### src/rtl/ctrl_pkg.sv
// Shared encodings for the multi-cycle controller: states, opcodes, select fields
// and the one-hot instruction class produced by the decoder.
package ctrl_pkg;

  typedef enum logic [2:0] {
    S_FETCH  = 3'd0,
    S_DECODE = 3'd1,
    S_EXE    = 3'd2,
    S_MEM_RD = 3'd3,
    S_MEM_WR = 3'd4,
    S_WB     = 3'd5,
    S_BRANCH = 3'd6
  } state_e;

  localparam logic [5:0] OP_RTYPE  = 6'b000000;
  localparam logic [5:0] OP_BGEZAL = 6'b000001;
  localparam logic [5:0] OP_J      = 6'b000010;
  localparam logic [5:0] OP_JAL    = 6'b000011;
  localparam logic [5:0] OP_BEQ    = 6'b000100;
  localparam logic [5:0] OP_ORI    = 6'b001101;
  localparam logic [5:0] OP_LUI    = 6'b001111;
  localparam logic [5:0] OP_LW     = 6'b100011;
  localparam logic [5:0] OP_SW     = 6'b101011;

  localparam logic [5:0] FN_ADDU = 6'b100001;
  localparam logic [5:0] FN_SUBU = 6'b100011;
  localparam logic [5:0] FN_JR   = 6'b001000;

  localparam logic [1:0] ALU_ADD = 2'b00;
  localparam logic [1:0] ALU_SUB = 2'b01;
  localparam logic [1:0] ALU_OR  = 2'b10;

  localparam logic [1:0] EXT_ZERO = 2'b00;
  localparam logic [1:0] EXT_SIGN = 2'b01;
  localparam logic [1:0] EXT_LUI  = 2'b10;

  localparam logic [1:0] DST_RT = 2'b00;
  localparam logic [1:0] DST_RD = 2'b01;
  localparam logic [1:0] DST_RA = 2'b10;

  localparam logic [1:0] WD_ALU = 2'b00;
  localparam logic [1:0] WD_MDR = 2'b01;
  localparam logic [1:0] WD_PC  = 2'b10;

  localparam logic [1:0] NPC_PC4 = 2'b00;
  localparam logic [1:0] NPC_BR  = 2'b01;
  localparam logic [1:0] NPC_J   = 2'b10;
  localparam logic [1:0] NPC_RS  = 2'b11;

  localparam int CLS_ADDU   = 0;
  localparam int CLS_SUBU   = 1;
  localparam int CLS_JR     = 2;
  localparam int CLS_ORI    = 3;
  localparam int CLS_LW     = 4;
  localparam int CLS_SW     = 5;
  localparam int CLS_BEQ    = 6;
  localparam int CLS_LUI    = 7;
  localparam int CLS_J      = 8;
  localparam int CLS_JAL    = 9;
  localparam int CLS_BGEZAL = 10;
  localparam int CLS_ILL    = 11;
  localparam int NUM_CLS    = 12;

  typedef logic [NUM_CLS-1:0] cls_t;

  typedef struct packed {
    logic       pc_wr;
    logic       ir_wr;
    logic       reg_wr;
    logic       mem_rd;
    logic       mem_wr;
    logic [1:0] alu_op;
    logic       alub_sel;
    logic [1:0] ext_op;
    logic [1:0] reg_dst;
    logic [1:0] wd_sel;
    logic [1:0] npc_sel;
    logic       illegal;
  } ctrl_out_t;

endpackage

### src/rtl/multi_cycle_ctrl_if.sv
// Controller <-> datapath bundle: instruction fields and status in, strobes and selects out.
interface multi_cycle_ctrl_if;
  logic [5:0] op;
  logic [5:0] funct;
  logic       zero;
  logic       gez;
  logic       mem_ready;

  logic       pc_wr;
  logic       ir_wr;
  logic       reg_wr;
  logic       mem_rd;
  logic       mem_wr;
  logic [1:0] alu_op;
  logic       alub_sel;
  logic [1:0] ext_op;
  logic [1:0] reg_dst;
  logic [1:0] wd_sel;
  logic [1:0] npc_sel;
  logic [2:0] state;
  logic       illegal;

  modport master (
    input  op, funct, zero, gez, mem_ready,
    output pc_wr, ir_wr, reg_wr, mem_rd, mem_wr, alu_op, alub_sel,
           ext_op, reg_dst, wd_sel, npc_sel, state, illegal
  );

  modport slave (
    output op, funct, zero, gez, mem_ready,
    input  pc_wr, ir_wr, reg_wr, mem_rd, mem_wr, alu_op, alub_sel,
           ext_op, reg_dst, wd_sel, npc_sel, state, illegal
  );
endinterface

### src/rtl/instr_decode.sv
// Combinational op/funct decode into a one-hot instruction class; anything
// unrecognised lands in the illegal bit.
module instr_decode
  import ctrl_pkg::*;
(
  input  logic [5:0] op,
  input  logic [5:0] funct,
  output cls_t       cls
);

  always_comb begin
    cls = '0;
    case (op)
      OP_RTYPE: begin
        case (funct)
          FN_ADDU: cls[CLS_ADDU] = 1'b1;
          FN_SUBU: cls[CLS_SUBU] = 1'b1;
          FN_JR:   cls[CLS_JR]   = 1'b1;
          default: cls[CLS_ILL]  = 1'b1;
        endcase
      end
      OP_ORI:    cls[CLS_ORI]    = 1'b1;
      OP_LW:     cls[CLS_LW]     = 1'b1;
      OP_SW:     cls[CLS_SW]     = 1'b1;
      OP_BEQ:    cls[CLS_BEQ]    = 1'b1;
      OP_LUI:    cls[CLS_LUI]    = 1'b1;
      OP_J:      cls[CLS_J]      = 1'b1;
      OP_JAL:    cls[CLS_JAL]    = 1'b1;
      OP_BGEZAL: cls[CLS_BGEZAL] = 1'b1;
      default:   cls[CLS_ILL]    = 1'b1;
    endcase
  end

endmodule

### src/rtl/multi_cycle_ctrl.sv
// Multi-cycle MIPS-subset control FSM. Outputs are a function of the current
// state and the IR decode, and are forced to zero while reset_n is low.
module multi_cycle_ctrl
  import ctrl_pkg::*;
(
  input logic               clk,
  input logic               reset_n,
  multi_cycle_ctrl_if.master bus
);

  state_e    state_d, state_q;
  cls_t      dec_cls;
  ctrl_out_t out_d, out_g;
  logic      is_rtype, is_exe, is_branch;

  instr_decode u_decode (
    .op    (bus.op),
    .funct (bus.funct),
    .cls   (dec_cls)
  );

  // IR holds op/funct for the whole instruction, so the live decode stays valid past DECODE.
  assign is_rtype  = dec_cls[CLS_ADDU] | dec_cls[CLS_SUBU];
  assign is_exe    = is_rtype | dec_cls[CLS_ORI] | dec_cls[CLS_LUI]
                   | dec_cls[CLS_LW] | dec_cls[CLS_SW];
  assign is_branch = dec_cls[CLS_BEQ] | dec_cls[CLS_BGEZAL];

  always_ff @(posedge clk) begin
    if (!reset_n) state_q <= S_FETCH;
    else          state_q <= state_d;
  end

  always_comb begin
    state_d = state_q;
    out_d   = '0;
    case (state_q)
      S_FETCH: begin
        out_d.ir_wr   = 1'b1;
        out_d.pc_wr   = 1'b1;
        out_d.npc_sel = NPC_PC4;
        state_d       = S_DECODE;
      end
      S_DECODE: begin
        state_d = S_FETCH;
        if (dec_cls[CLS_J] || dec_cls[CLS_JAL]) begin
          out_d.pc_wr   = 1'b1;
          out_d.npc_sel = NPC_J;
        end
        if (dec_cls[CLS_JAL]) begin
          out_d.reg_wr  = 1'b1;
          out_d.reg_dst = DST_RA;
          out_d.wd_sel  = WD_PC;
        end
        if (dec_cls[CLS_JR]) begin
          out_d.pc_wr   = 1'b1;
          out_d.npc_sel = NPC_RS;
        end
        if (is_branch) state_d = S_BRANCH;
        if (is_exe)    state_d = S_EXE;
        out_d.illegal = dec_cls[CLS_ILL];
      end
      S_EXE: begin
        if (dec_cls[CLS_SUBU]) out_d.alu_op = ALU_SUB;
        if (dec_cls[CLS_ORI] || dec_cls[CLS_LUI]) begin
          out_d.alu_op   = ALU_OR;
          out_d.alub_sel = 1'b1;
          out_d.ext_op   = dec_cls[CLS_LUI] ? EXT_LUI : EXT_ZERO;
        end
        if (dec_cls[CLS_LW] || dec_cls[CLS_SW]) begin
          out_d.alu_op   = ALU_ADD;
          out_d.alub_sel = 1'b1;
          out_d.ext_op   = EXT_SIGN;
        end
        if (dec_cls[CLS_LW])      state_d = S_MEM_RD;
        else if (dec_cls[CLS_SW]) state_d = S_MEM_WR;
        else                      state_d = S_WB;
      end
      S_MEM_RD: begin
        out_d.mem_rd = 1'b1;
        if (bus.mem_ready) state_d = S_WB;
      end
      S_MEM_WR: begin
        out_d.mem_wr = 1'b1;
        if (bus.mem_ready) state_d = S_FETCH;
      end
      S_WB: begin
        out_d.reg_wr  = 1'b1;
        out_d.reg_dst = is_rtype ? DST_RD : DST_RT;
        out_d.wd_sel  = dec_cls[CLS_LW] ? WD_MDR : WD_ALU;
        state_d       = S_FETCH;
      end
      S_BRANCH: begin
        out_d.npc_sel = NPC_BR;
        if (dec_cls[CLS_BEQ]) begin
          out_d.alu_op = ALU_SUB;
          out_d.pc_wr  = bus.zero;
        end
        if (dec_cls[CLS_BGEZAL]) begin
          // Link is written whether or not the branch is taken.
          out_d.reg_wr  = 1'b1;
          out_d.reg_dst = DST_RA;
          out_d.wd_sel  = WD_PC;
          out_d.pc_wr   = bus.gez;
        end
        state_d = S_FETCH;
      end
      default: state_d = S_FETCH;
    endcase
  end

  assign out_g = reset_n ? out_d : '0;

  assign bus.pc_wr    = out_g.pc_wr;
  assign bus.ir_wr    = out_g.ir_wr;
  assign bus.reg_wr   = out_g.reg_wr;
  assign bus.mem_rd   = out_g.mem_rd;
  assign bus.mem_wr   = out_g.mem_wr;
  assign bus.alu_op   = out_g.alu_op;
  assign bus.alub_sel = out_g.alub_sel;
  assign bus.ext_op   = out_g.ext_op;
  assign bus.reg_dst  = out_g.reg_dst;
  assign bus.wd_sel   = out_g.wd_sel;
  assign bus.npc_sel  = out_g.npc_sel;
  assign bus.illegal  = out_g.illegal;
  assign bus.state    = state_q;

endmodule

### src/flat_wrapper.sv
// flat-port wrapper written by rule: the top's interface ports become plain ports
module multi_cycle_ctrl_flat import ctrl_pkg::*;
  (clk, reset_n, bus_op, bus_funct, bus_zero, bus_gez, bus_mem_ready, bus_pc_wr, bus_ir_wr, bus_reg_wr, bus_mem_rd, bus_mem_wr, bus_alu_op, bus_alub_sel, bus_ext_op, bus_reg_dst, bus_wd_sel, bus_npc_sel, bus_state, bus_illegal);
  multi_cycle_ctrl_if bus_i ();
  input logic clk;
  input logic reset_n;
  input wire logic [$bits(bus_i.op)-1:0] bus_op;
  input wire logic [$bits(bus_i.funct)-1:0] bus_funct;
  input wire logic [$bits(bus_i.zero)-1:0] bus_zero;
  input wire logic [$bits(bus_i.gez)-1:0] bus_gez;
  input wire logic [$bits(bus_i.mem_ready)-1:0] bus_mem_ready;
  output wire logic [$bits(bus_i.pc_wr)-1:0] bus_pc_wr;
  output wire logic [$bits(bus_i.ir_wr)-1:0] bus_ir_wr;
  output wire logic [$bits(bus_i.reg_wr)-1:0] bus_reg_wr;
  output wire logic [$bits(bus_i.mem_rd)-1:0] bus_mem_rd;
  output wire logic [$bits(bus_i.mem_wr)-1:0] bus_mem_wr;
  output wire logic [$bits(bus_i.alu_op)-1:0] bus_alu_op;
  output wire logic [$bits(bus_i.alub_sel)-1:0] bus_alub_sel;
  output wire logic [$bits(bus_i.ext_op)-1:0] bus_ext_op;
  output wire logic [$bits(bus_i.reg_dst)-1:0] bus_reg_dst;
  output wire logic [$bits(bus_i.wd_sel)-1:0] bus_wd_sel;
  output wire logic [$bits(bus_i.npc_sel)-1:0] bus_npc_sel;
  output wire logic [$bits(bus_i.state)-1:0] bus_state;
  output wire logic [$bits(bus_i.illegal)-1:0] bus_illegal;
  assign bus_i.op = bus_op;
  assign bus_i.funct = bus_funct;
  assign bus_i.zero = bus_zero;
  assign bus_i.gez = bus_gez;
  assign bus_i.mem_ready = bus_mem_ready;
  assign bus_pc_wr = bus_i.pc_wr;
  assign bus_ir_wr = bus_i.ir_wr;
  assign bus_reg_wr = bus_i.reg_wr;
  assign bus_mem_rd = bus_i.mem_rd;
  assign bus_mem_wr = bus_i.mem_wr;
  assign bus_alu_op = bus_i.alu_op;
  assign bus_alub_sel = bus_i.alub_sel;
  assign bus_ext_op = bus_i.ext_op;
  assign bus_reg_dst = bus_i.reg_dst;
  assign bus_wd_sel = bus_i.wd_sel;
  assign bus_npc_sel = bus_i.npc_sel;
  assign bus_state = bus_i.state;
  assign bus_illegal = bus_i.illegal;
  multi_cycle_ctrl u_core (.clk(clk), .reset_n(reset_n), .bus(bus_i));
endmodule
### config.mk
export PLATFORM = sky130hd
export DESIGN_NAME = multi_cycle_ctrl_flat
export DESIGN_NICKNAME = d
export VERILOG_FILES = /design/src/rtl/ctrl_pkg.sv /design/src/rtl/multi_cycle_ctrl_if.sv /design/src/rtl/instr_decode.sv /design/src/rtl/multi_cycle_ctrl.sv /design/src/flat_wrapper.sv
export SDC_FILE = /design/constraint.sdc
export NUM_CORES = 1
export LEC_CHECK = 0
export CAP_MARGIN = 15
export CELL_PAD_IN_SITES_DETAIL_PLACEMENT = 0
export CELL_PAD_IN_SITES_GLOBAL_PLACEMENT = 2
export CORE_MARGIN = 2
export CORE_UTILIZATION = 19
export CTS_BUF_LIST = sky130_fd_sc_hd__clkbuf_4 sky130_fd_sc_hd__clkbuf_8
export DETAILED_ROUTE_END_ITERATION = 8
export PLACE_DENSITY_LB_ADDON = 0.1
export SETUP_SLACK_MARGIN = 0.1
export SLEW_MARGIN = 25
export SYNTH_ARGS = -nofsm -noshare
export SYNTH_HDL_FRONTEND = slang
export SYNTH_HIERARCHICAL = 1
export SYNTH_SLANG_ARGS = --single-unit
### constraint.sdc
create_clock -name clk -period 9.2 [get_ports clk]
set_clock_uncertainty 0.2 [all_clocks]
set_input_delay 2.76 -clock clk [delete_from_list [all_inputs] [get_ports clk]]
set_output_delay 2.76 -clock clk [all_outputs]
set_load 0.01 [all_outputs]
==> impl_summary.txt, run 1 <==
----------------------------------------------------
[Clock tree]
  Num Clock Sinks ... 3
  Number of buffers inserted during clock tree synthesis ... 3
  Number of hold-repair buffers added at the cts stage ... 0
  Number of levels in the clock H-tree ... 1
  Cells resized by post-CTS repair ... 0
  Clock Tree Buf Depth ... 2
  CTS clock-pin slew for the worst setup and hold paths ... 0.04 ns
  Later-pin clock latency in the skew report ... 0.23 ns
  Clock tree root buffer cell ... sky130_fd_sc_hd__clkbuf_4
  TritonCTS clock tree ... yes
  Post-CTS setup buffer count ... 0

[GRT]
  Overall fraction of global-route tracks in use ... between 10 and 15%
  Vias in the first global route ... 798
  Gr ovfl total ... 0
  Initial antenna violation count ... 0
  Pin count of the biggest net entering global routing ... 22
  Wire length of the first global-routing pass ... roughly 3500 µm

[Setup path]
  Slowest stage cell on the critical path ... sky130_fd_sc_hd__or4_4
  Maximum single-stage delay on the critical path ... ~0.61 ns
  Worst R2R End ... u_core/bus.state[2]$_SDFFE_PN0P_
  Top fanout value on the critical path ... 7
  Path type of the worst setup path ... input port to output pin
  Cell depth of the worst flop-to-flop path ... 3
  Nature of the critical path endpoint ... output pin
  R2R Path Start ... u_core/bus.state[2]$_SDFFE_PN0P_
  Crit path required time ... 6.24 ns
  Cell-by-cell trace of the critical path ... clkdlybuf4s50_1 > or4_4 > or3_4 > nor3_1 > nor2b_1 > a22oi_1 > nor3_1 > clkdlybuf4s50_1
  Data arrival time at the worst-slack endpoint ... 5.48 ns
  Worst reg-to-reg setup slack ... approximately 7.4 ns
  Kind of start point of the critical path ... input port

[Logic synthesis]
  Post-Synth XOR/XNOR Area ... 0%
  Top cell type's share of synthesized area ... 9.90%
  Area fraction in compound gates after synthesis ... 20.2%
  Combinational family with the most area after synthesis ... simple AND/OR/NAND/NOR gates
  Gate count of the mapped netlist ... 92
  Async SR Flop Fraction ... 0%
  Sequential element share of the synthesized area ... 9.90%
  Number of unique standard cell types used by synthesis ... 35
  Synth Area in Adders ... 0%
  Area leader, netlist ... sky130_fd_sc_hd__dfxtp_1
  Ranking of synthesized cells by area ... sky130_fd_sc_hd__dfxtp_1, sky130_fd_sc_hd__nor3_1, sky130_fd_sc_hd__nor2_1
  Simple-Gate Fraction of Synth Area ... 62.5%
  Number of synthesized flops with an enable pin ... 0
  Multiplexer area fraction after synthesis ... 0%
  Total nets after synthesis ... 109
  Synthesized flop and latch total ... 3
  Top FF cell, synth ... sky130_fd_sc_hd__dfxtp_1
  Area of the mapped netlist ... approximately 610 µm²
  Yosys warnings ... 6
  Syn Area/Cell ... 6.60 µm²

[Hold path]
  Hold Crit Class ... register to register
  Hold worst-path end ... u_core/bus.state[0]$_SDFFE_PN0P_
  Worst Hold Path Cells ... 2
  Start point of the worst min-delay path ... u_core/bus.state[1]$_SDFFE_PN0P_

[Layout]
  Diodes inserted ... 0
  Finished Layout Cells ... 170
  Number of nets in the layout ... 144
  Non-Filler Cell Area, Final ... between 1000 and 1500 µm²
  FILL cells ... about 360
  Share of layout cells above drive strength 1 ... 7.94%
  Final design utilization ... 33.6%
  Max reg flops ... 3
  Relative area change from synthesis to final layout ... 69.1%

[Routing]
  Routed metal-1 wirelength ... between 1000 and 1500 µm
  Number of iterations in the first detailed-routing pass ... 4
  Final Routed Wirelength ... 2160 µm
  Via total after detailed routing ... 813
  Average wire per cell in the routed design ... 12.7 µm
  Via-per-instance ratio ... 4.78
  Routed length on met2 ... between 900 and 1000 µm
  WL met3 ... about 140 µm
  Number of routed nets with antenna violations ... 0
  Max Used Layer ... met3
  Count of routing violations after the opening detailed-route iteration ... 27
  Residual DRC ... 0

[Floorplan]
  Initial standard-cell utilization of the core ... slightly below 20%
  Row count ... 20
  Die outline area ... about 3700 µm²
  Top-Level Pins ... 37
  Floorplan die width ... 60.5 µm
  Core area ... 3050 µm²
  Die height ... slightly above 60 µm

[Placed design]
  Detailed placement HPWL ... roughly 1700 µm
  Worst slack, placed ... 0.766 ns
  Number of port buffers ... 36
  Routability congestion estimate from global placement ... 0.843
  DP Cell Count ... 166
  Placed inst area ... 996 µm²

[Flow run]
  Max cap viols ... 0

[Power and ir drop]
  Worst vdd ir ... 36.8 µV
  Total power consumption of the routed design ... between 0.06 and 0.07 mW
  Leakage power of the design ... 0.321 nW
  Power density relative to cell area ... approximately 64 nW/µm²

[Timing]
  Slew headroom ... between 50% and 60%
  RSZ-0062 raised after global routing ... no
  Final min period ... ~8.4 ns
  Count of endpoints failing setup in the final report ... 0
  Smallest setup slack after layout ... between 0.7 and 0.8 ns
  Worst Tran Pin Value ... around 0.7 ns
  Achievable frequency ... 118 MHz
  Total Neg Setup Slack ... 0 ns
  Final number of hold-violating endpoints ... 0
  Worst hold slack across all endpoints ... 0.506 ns
  Max-slew violation count ... 0
  Final critical-path share of the clock period ... 91.8%

[Status]
  Run status ... finished, final reports clean

----------------------------------------------------
[synthesized netlist by cell type, types with 2 or more instances]
library cell	instances
sky130_fd_sc_hd__a21boi_0	3
sky130_fd_sc_hd__and3_1	2
sky130_fd_sc_hd__buf_2	3
sky130_fd_sc_hd__clkbuf_1	2
sky130_fd_sc_hd__dfxtp_1	3
sky130_fd_sc_hd__inv_1	3
sky130_fd_sc_hd__nand2_1	10
sky130_fd_sc_hd__nand3b_1	2
sky130_fd_sc_hd__nand4b_1	4
sky130_fd_sc_hd__nor2_1	12
sky130_fd_sc_hd__nor2b_1	2
sky130_fd_sc_hd__nor3_1	10
sky130_fd_sc_hd__nor3b_1	5
sky130_fd_sc_hd__nor4_1	4
sky130_fd_sc_hd__nor4b_1	4
sky130_fd_sc_hd__o21a_1	2
sky130_fd_sc_hd__o21ai_0	2
sky130_fd_sc_hd__o31ai_1	2
[where the power goes]
part           switching [mW]  internal [mW]  leakage (nW)
logic                 0.00925         0.0138         0.278
registers             0.00247         0.0136        0.0245
clock network         0.00703         0.0192        0.0184
total                  0.0187         0.0466         0.321
[cell usage in the layout (no fill, tap or decap), types with 3 or more instances in the layout]
cell type                          n
sky130_fd_sc_hd__a21boi_0          3
sky130_fd_sc_hd__clkbuf_4          4
sky130_fd_sc_hd__clkdlybuf4s50_1  36
sky130_fd_sc_hd__dfxtp_1           3
sky130_fd_sc_hd__inv_1             3
sky130_fd_sc_hd__nand2_1          10
sky130_fd_sc_hd__nand4b_1          4
sky130_fd_sc_hd__nor2_1           12
sky130_fd_sc_hd__nor3_1           10
sky130_fd_sc_hd__nor3b_1           5
sky130_fd_sc_hd__nor4_1            4
sky130_fd_sc_hd__nor4b_1           4
[worst max-delay path by stage]
stage	startpoint	endpoint	slack, ns
floorplan	bus_op[3]	bus_alu_op[0]	1.90
global placement	bus_op[3]	bus_alu_op[0]	0.73
detailed placement	bus_op[3]	bus_alu_op[0]	0.77
CTS	bus_op[3]	bus_alu_op[0]	0.74
global route	bus_op[3]	bus_alu_op[0]	0.62
finish	bus_op[3]	bus_alu_op[0]	0.76
[kinds of logic after synthesis]
family | count (synthesis)
AND/OR/NAND/NOR | 63
AO/OA/AOI/OAI | 16
buffers and inverters | 10
flip-flops | 3
[layout make-up]
type                    count  area [µm²]  area share [%]
multi-input cells          79         502            48.9
repair buffers             37         368            35.9
well taps                  44        55.1            5.37
flip-flops and latches      3        60.1            5.85
inverters                   3        11.3            1.10
clock buffers               4        30.0            2.93
[worst max-delay path, delay by kind of cell]
| family | cells | cell delay, ns |
|---|---|---|
| and+or+nand+nor | 5 | 1.56 |
| AOI/OAI and AO/OA | 1 | 0.08 |
| buffers and inverters | 2 | 1.09 |
[metal layers]
metal | track usage (%) | vias to the layer above
met4 | 0.932 | 0
met1 | 17.3 | 365
li1 | - | 417
met3 | 3.41 | 0
met5 | 0 | -
met2 | 19.9 | 31
(Power assumes the default switching activity.)
==> inputs of run 2 (changes only) <==
--- a/config.mk
+++ b/config.mk
@@ -9,9 +9,10 @@
 export CELL_PAD_IN_SITES_DETAIL_PLACEMENT = 0
 export CELL_PAD_IN_SITES_GLOBAL_PLACEMENT = 2
 export CORE_MARGIN = 2
-export CORE_UTILIZATION = 19
+export CORE_UTILIZATION = 33
 export CTS_BUF_LIST = sky130_fd_sc_hd__clkbuf_4 sky130_fd_sc_hd__clkbuf_8
 export DETAILED_ROUTE_END_ITERATION = 8
+export DONT_BUFFER_PORTS = 1
 export PLACE_DENSITY_LB_ADDON = 0.1
 export SETUP_SLACK_MARGIN = 0.1
 export SLEW_MARGIN = 25
==> run 2 against run 1 <==
- die area is 40% lower
- utilization is 3.1 points higher
- via count is 17% lower
- worst setup slack better by 1.0 ns
- sequential power hardly changed
- first-iteration DRC count is 44% lower
- sequential share of layout area is 3.6 points higher
- cell count is 33% lower
- critical path type unchanged
- critical endpoint unchanged
- largest cell class unchanged
==> impl_summary.txt, run 2 (synthesis gave the netlist of run 1 again) <==
----------------------------------------------------
[Timing]
  Achievable frequency ... 135 MHz
  Smallest setup slack after layout ... between 1.5 and 2 ns
  Final number of hold-violating endpoints ... 0
  Count of endpoints failing setup in the final report ... 0
  Slew headroom ... 47.8%
  Final critical-path share of the clock period ... between 80% and 90%
  RSZ-0062 raised after global routing ... no
  Final min period ... 7.41 ns
  Max-slew violation count ... 0
  Total Neg Setup Slack ... 0 ns
  Worst hold slack across all endpoints ... between 0.5 and 0.6 ns
  Worst Tran Pin Value ... between 0.7 and 0.8 ns

[GRT]
  Gr ovfl total ... 0
  Wire length of the first global-routing pass ... 2710 µm
  Initial antenna violation count ... 0
  Pin count of the biggest net entering global routing ... 22
  Vias in the first global route ... between 500 and 600
  Overall fraction of global-route tracks in use ... 17.8%

[Routing]
  Via-per-instance ratio ... between 5 and 6
  Count of routing violations after the opening detailed-route iteration ... 15
  Residual DRC ... 0
  Via total after detailed routing ... 676
  Final Routed Wirelength ... 1820 µm
  Number of iterations in the first detailed-routing pass ... 4
  Average wire per cell in the routed design ... 15.9 µm
  Number of routed nets with antenna violations ... 0

[Layout]
  Final design utilization ... between 30% and 40%
  Share of layout cells above drive strength 1 ... roughly a tenth
  Commonest non-fill, non-tap cell in the layout ... sky130_fd_sc_hd__nor2_1
  Max reg flops ... 3
  Commonest non-fill, non-tap cells in the layout ... sky130_fd_sc_hd__nor2_1, sky130_fd_sc_hd__nor3_1, sky130_fd_sc_hd__nand2_1, sky130_fd_sc_hd__nor3b_1
  FILL cells ... ~200
  Diodes inserted ... 0
  Relative area change from synthesis to final layout ... 4.54%
  Number of nets in the layout ... 107

[Setup path]
  Top fanout value on the critical path ... 7
  Worst R2R End ... u_core/bus.state[2]$_SDFFE_PN0P_
  Crit path required time ... approximately 6.2 ns
  Worst Setup EP ... bus_alu_op[0]
  Crit path top cell by count ... sky130_fd_sc_hd__nor3_1
  Worst reg-to-reg setup slack ... 7.41 ns
  R2R Path Start ... u_core/bus.state[0]$_SDFFE_PN0P_
  Kind of start point of the critical path ... input port
  Data arrival time at the worst-slack endpoint ... approximately 4.5 ns
  Maximum single-stage delay on the critical path ... 0.55 ns
  Cell depth of the worst flop-to-flop path ... 2
  Cell-by-cell trace of the critical path ... or4_4 > or3_4 > nor3_1 > nor2b_1 > a22oi_1 > nor3_1
  Path type of the worst setup path ... input port to output pin
  Nature of the critical path endpoint ... output pin
  Launch point of the critical path ... bus_op[3]
  Slowest stage cell on the critical path ... sky130_fd_sc_hd__or4_4

[Placed design]
  Number of port buffers ... 0
  Worst slack, placed ... 1.79 ns
  Routability congestion estimate from global placement ... around 0.73
  Detailed placement HPWL ... 1330 µm

[Floorplan]
  Initial standard-cell utilization of the core ... 35.1%
  Core area ... 1730 µm²
  Top-Level Pins ... 37
  Row count ... 15
  Floorplan die width ... 46.9 µm
  Die height ... 46.9 µm
  Die outline area ... 2200 µm²

[Power and ir drop]
  Power density relative to cell area ... approximately 83 nW/µm²
  Total power consumption of the routed design ... 0.0527 mW
  Leakage power of the design ... 0.184 nW
  Worst vdd ir ... 22.6 µV

[Clock tree]
  TritonCTS clock tree ... yes
  Later-pin clock latency in the skew report ... 0.23 ns
  Clock Tree Buf Depth ... 2
  Clock tree root buffer cell ... sky130_fd_sc_hd__clkbuf_4
  Post-CTS setup buffer count ... 0
  Num Clock Sinks ... 3
  Number of buffers inserted during clock tree synthesis ... 3
  CTS clock-pin slew for the worst setup and hold paths ... 0.04 ns
  Number of levels in the clock H-tree ... 1
  Number of hold-repair buffers added at the cts stage ... 0
  Cells resized by post-CTS repair ... 0

[Status]
  Run status ... finished, final reports clean

[Flow run]
  Max cap viols ... 0

[Hold path]
  Hold Crit Class ... register to register

----------------------------------------------------
[run 2: report_power, final]
group          leakage [nW]  internal, mW  switching [mW]
registers            0.0245        0.0136         0.00278
clock network        0.0184        0.0192         0.00711
logic                 0.141       0.00520         0.00479
total                 0.184        0.0380          0.0147
[run 2: cell type report]
class | count | area [µm²] | area share, %
multi-input cells | 79 | 502 | 79.1
flip-flops and latches | 3 | 60.1 | 9.47
well taps | 25 | 31.3 | 4.93
clock buffers | 4 | 30.0 | 4.73
inverters | 3 | 11.3 | 1.78
[run 2: metal layers]
metal / vias up / track usage, % / wire, µm
li1: 342 / - / -
met1: 303 / 22.7 / 855
met2: 31 / 27.1 / 808
met3: 0 / 5.77 / 152
met4: 0 / 8.33 / 0
met5: - / 0 / 0
[run 2: worst min path at each step]
stage	slack, ns	endpoint	from	cells after the start
final	0.56	u_core/bus.state[0]$_SDFFE_PN0P_	u_core/bus.state[1]$_SDFFE_PN0P_	2
after global routing	0.63	u_core/bus.state[0]$_SDFFE_PN0P_	u_core/bus.state[1]$_SDFFE_PN0P_	2
after CTS	0.56	u_core/bus.state[0]$_SDFFE_PN0P_	u_core/bus.state[1]$_SDFFE_PN0P_	2
after detailed placement	0.55	u_core/bus.state[0]$_SDFFE_PN0P_	u_core/bus.state[1]$_SDFFE_PN0P_	2
after floorplan	0.43	u_core/bus.state[1]$_SDFFE_PN0P_	u_core/bus.state[2]$_SDFFE_PN0P_	2
after global placement	0.55	u_core/bus.state[0]$_SDFFE_PN0P_	u_core/bus.state[1]$_SDFFE_PN0P_	2
[run 2: worst max-delay path: cells and delay by family]
family / cells / cell delay [ns]
simple gates: 5 / 1.61
compound gates: 1 / 0.08
[run 2: metrics by stage]
stage | cells | instance area [µm²]
floorplan | 92 | 607
global placement | 110 | 604
detailed placement | 110 | 604
CTS | 114 | 634
global route | 114 | 634
finish | 114 | 634
==> variant 1: new RTL, flow settings as in run 2 <==
Make the reset (`reset_n`) asynchronous in one clocked block.
--- a/src/rtl/multi_cycle_ctrl.sv
+++ b/src/rtl/multi_cycle_ctrl.sv
@@ -27,3 +27,3 @@
 
-  always_ff @(posedge clk) begin
+  always_ff @(posedge clk or negedge reset_n) begin
     if (!reset_n) state_q <= S_FETCH;
Behaviour: differs if reset_n is asserted again (counterexample within 4 cycles, from zero or initial values and one cycle with reset_n low); with reset_n held inactive, the same outputs for 10 cycles.
==> variant 1 against run 2 <==
- area after synthesis is 5.4% higher
- fmax shrank 0.78%
- wire length grew 8.1%
- sequential cell count did not move
- critical path depth did not move
- setup slack worse by 0.058 ns
- count of clock-buffer cells in the layout unchanged
- final area up 3.9%
- sequential share of layout area is 1.9 points higher
- cell count is 3.5% higher
Power is not compared: it rests on default switching activity, and its combinational part moved more than twofold at a synthesized area within 25%.
==> variant 1: results (changes against run 2) <==
largest net degree at the start of global routing=15 (-32%); drt wl/cell=16.6 um (+4.5%); clock buffer count from CTS=3 (unchanged); CP max stage cell=or4_4; Global Route met2 Usage=29.6% (+2.5 points); Seq group=0.0353 mW; Post-synth ARST share=100% (+100 points); YS warnings=6 (unchanged); XOR/XNOR share of the synthesized area=0% (unchanged); Area after DPL=629 sq um (+4.1%); Layout area overhead=3.13%; Max-slew headroom=36.9% (-11 points); DP Worst Slack=1.73 ns (-0.0514 ns); top cells by area, synth=dfrtp_1 12%, nor2_1 10%, nor3_1 7.8%; WL met1=913 um (+6.8%); status=finished clean; die area=2310 sq um (+4.9%); crit-path max cell delay=0.55 ns (about the same); clock-cell share of area=4.55% (-0.18 points); layout cells sized above 1=11.8% (+1.7 points); Seq area share=11.4% (+1.9 points); Post-Layout Cell Count=118 (+3.5%); Syn Inst Count=96 (+4.3%); multi-input gate count=81 (+2.5%); Cell variety after synth=35 (unchanged); compound-cell area share of the yosys netlist=21.3% (+1.1 points); global-route wire length before repair=3.02 mm (+11%); 1st-pass router iterations=4 (unchanged); DRT iter0 DRCs=14 (-1); met1 Usage GRT=26.1% (+3.5 points); Sequential Power Share=34.1%; routed wl met3=151 um (-0.66%); met2 routed WL=899 um (+11%); Worst EP arrival=4.50 ns (+0.05 ns); detailed placer's ending HPWL=1.46 mm (+9.3%); non-clock buffer instance count of the final layout=0 (unchanged); via/cell ratio=6.36 (+7.2%); met3 Use GR=0.755% (-5.0 points); Antenna diodes=0 (unchanged); total track usage=18.0% (+0.21 points); placed cell count=114 (+3.6%); number of global-route vias before repair=632 (+8.0%); register area share after synthesis=11.7% (+1.8 points); Layout fillers=197 (-1.0%); Synth top area share=11.7% (+1.8 points); footprint of the multi-input gates=504 sq um (+0.50%); net total in the final layout=111 (+3.7%); gp weighted congestion=0.727 (-0.19%); inverters=5 (+2)
## variant 1: cell count changes after synthesis, sizes merged, moves of 2 or more
cell     change
dfxtp        -3
dfrtp        +3
nor2         +5
nor3b        -2
nor4b        -2
o2111ai      +2
a21boi       -3
nand2b       +3
inv          +2
nand3        +4
nand3b       -2
and3         -2
## variant 1: final timing paths
kind | cells after the start | startpoint | endpoint | slack (ns)
worst max register to register | 3 | u_core/bus.state[1]$_DFFE_PN0P_ | u_core/bus.state[1]$_DFFE_PN0P_ | 7.44
max in group asynchronous | 0 | reset_n | u_core/bus.state[0]$_DFFE_PN0P_ | 6.70
min in group asynchronous | 0 | reset_n | u_core/bus.state[2]$_DFFE_PN0P_ | 2.02
worst min register to register | 2 | u_core/bus.state[1]$_DFFE_PN0P_ | u_core/bus.state[2]$_DFFE_PN0P_ | 0.62
worst min-delay path | 2 | u_core/bus.state[1]$_DFFE_PN0P_ | u_core/bus.state[2]$_DFFE_PN0P_ | 0.62
worst max-delay path | 6 | bus_op[3] | bus_pc_wr | 1.74
==> variant 2: new RTL, config.mk and constraints of run 2 <==
Without the edit above. The package constant `NUM_CLS` goes from 12 to 18.
--- a/src/rtl/ctrl_pkg.sv
+++ b/src/rtl/ctrl_pkg.sv
@@ -61,3 +61,3 @@
   localparam int CLS_ILL    = 11;
-  localparam int NUM_CLS    = 12;
+  localparam int NUM_CLS    = 18;
 
Function: kept (Yosys induction, for registers that start in step).
==> variant 2 against run 2 <==
- global-route usage unchanged
- count of clock-buffer cells in the layout did not move
- setup slack did not move
- sequential share of layout area did not move
- die area did not move
- total power did not move
- wire length unchanged
- sequential cell count is the same
- worst hold slack stayed put
- core utilization unchanged
- area after synthesis stayed put
- final area unchanged
- clock power barely moved
- first-iteration DRC count is the same
- critical path type unchanged
- critical endpoint unchanged
==> variant 2: results (changes against run 2) <==
status=finished clean; H-tree Lvls=1 (unchanged); met1 Usage GRT=22.7% (unchanged); Antenna diodes=0 (unchanged); worst reg-to-reg setup slack=7.41 ns (about the same); routed wl met3=152 um (unchanged); number of global-route vias before repair=585 (unchanged); Layout fillers=199 (unchanged); DRC viols=0 (unchanged); Worst EP arrival=4.45 ns (about the same); CTS max path bufs=2 (unchanged); end of the worst register-to-register path=u_core/bus.state[2]$_SDFFE_PN0P_; drt total wl=1.82 mm (unchanged); Pint=0.0380 mW (unchanged); Comb power=0.00999 mW (about the same); crit-path max cell delay=0.55 ns (about the same); Worst Setup SP=bus_op[3]; Area after DPL=604 sq um (unchanged); Hold EP=u_core/bus.state[0]$_SDFFE_PN0P_; detailed placer's ending HPWL=1.33 mm (unchanged); DRT iter0 DRCs=15 (unchanged); Peak VDD IR=22.6 uV (unchanged); CTS resizes=0 (unchanged); port bufs=0 (unchanged); met3 Use GR=5.77% (unchanged)
## variant 2: stage by stage
| stage | total power, mW | worst slack (ns) | instances | utilization [%] | hold WS [ns] |
|---|---|---|---|---|---|
| 6_report | 0.0527 | 1.79 | 114 | 36.7 | 0.564 |
| 5_1_grt | 0.0565 | 1.65 | 114 | 36.7 | 0.635 |
| 4_1_cts | 0.0534 | 1.78 | 114 | 36.7 | 0.559 |
| 3_5_place_dp | 0.0265 | 1.79 | 110 | 35.0 | 0.547 |
| 3_3_place_gp | 0.0265 | 1.80 | 110 | 35.0 | 0.548 |
| 2_1_floorplan | 0.0257 | 1.90 | 92 | - | 0.434 |
## variant 2: area by class of cell
type                    instances  area (sq um)  area share (%)
flip-flops and latches          3          60.1            9.47
well taps                      25          31.3            4.93
multi-input cells              79           502            79.1
inverters                       3          11.3            1.78
clock buffers                   4          30.0            4.73
## variant 2: worst max-delay path, delay by kind of cell
family | cells | cell delay, ns
compound gates | 1 | 0.08
simple gates | 5 | 1.61
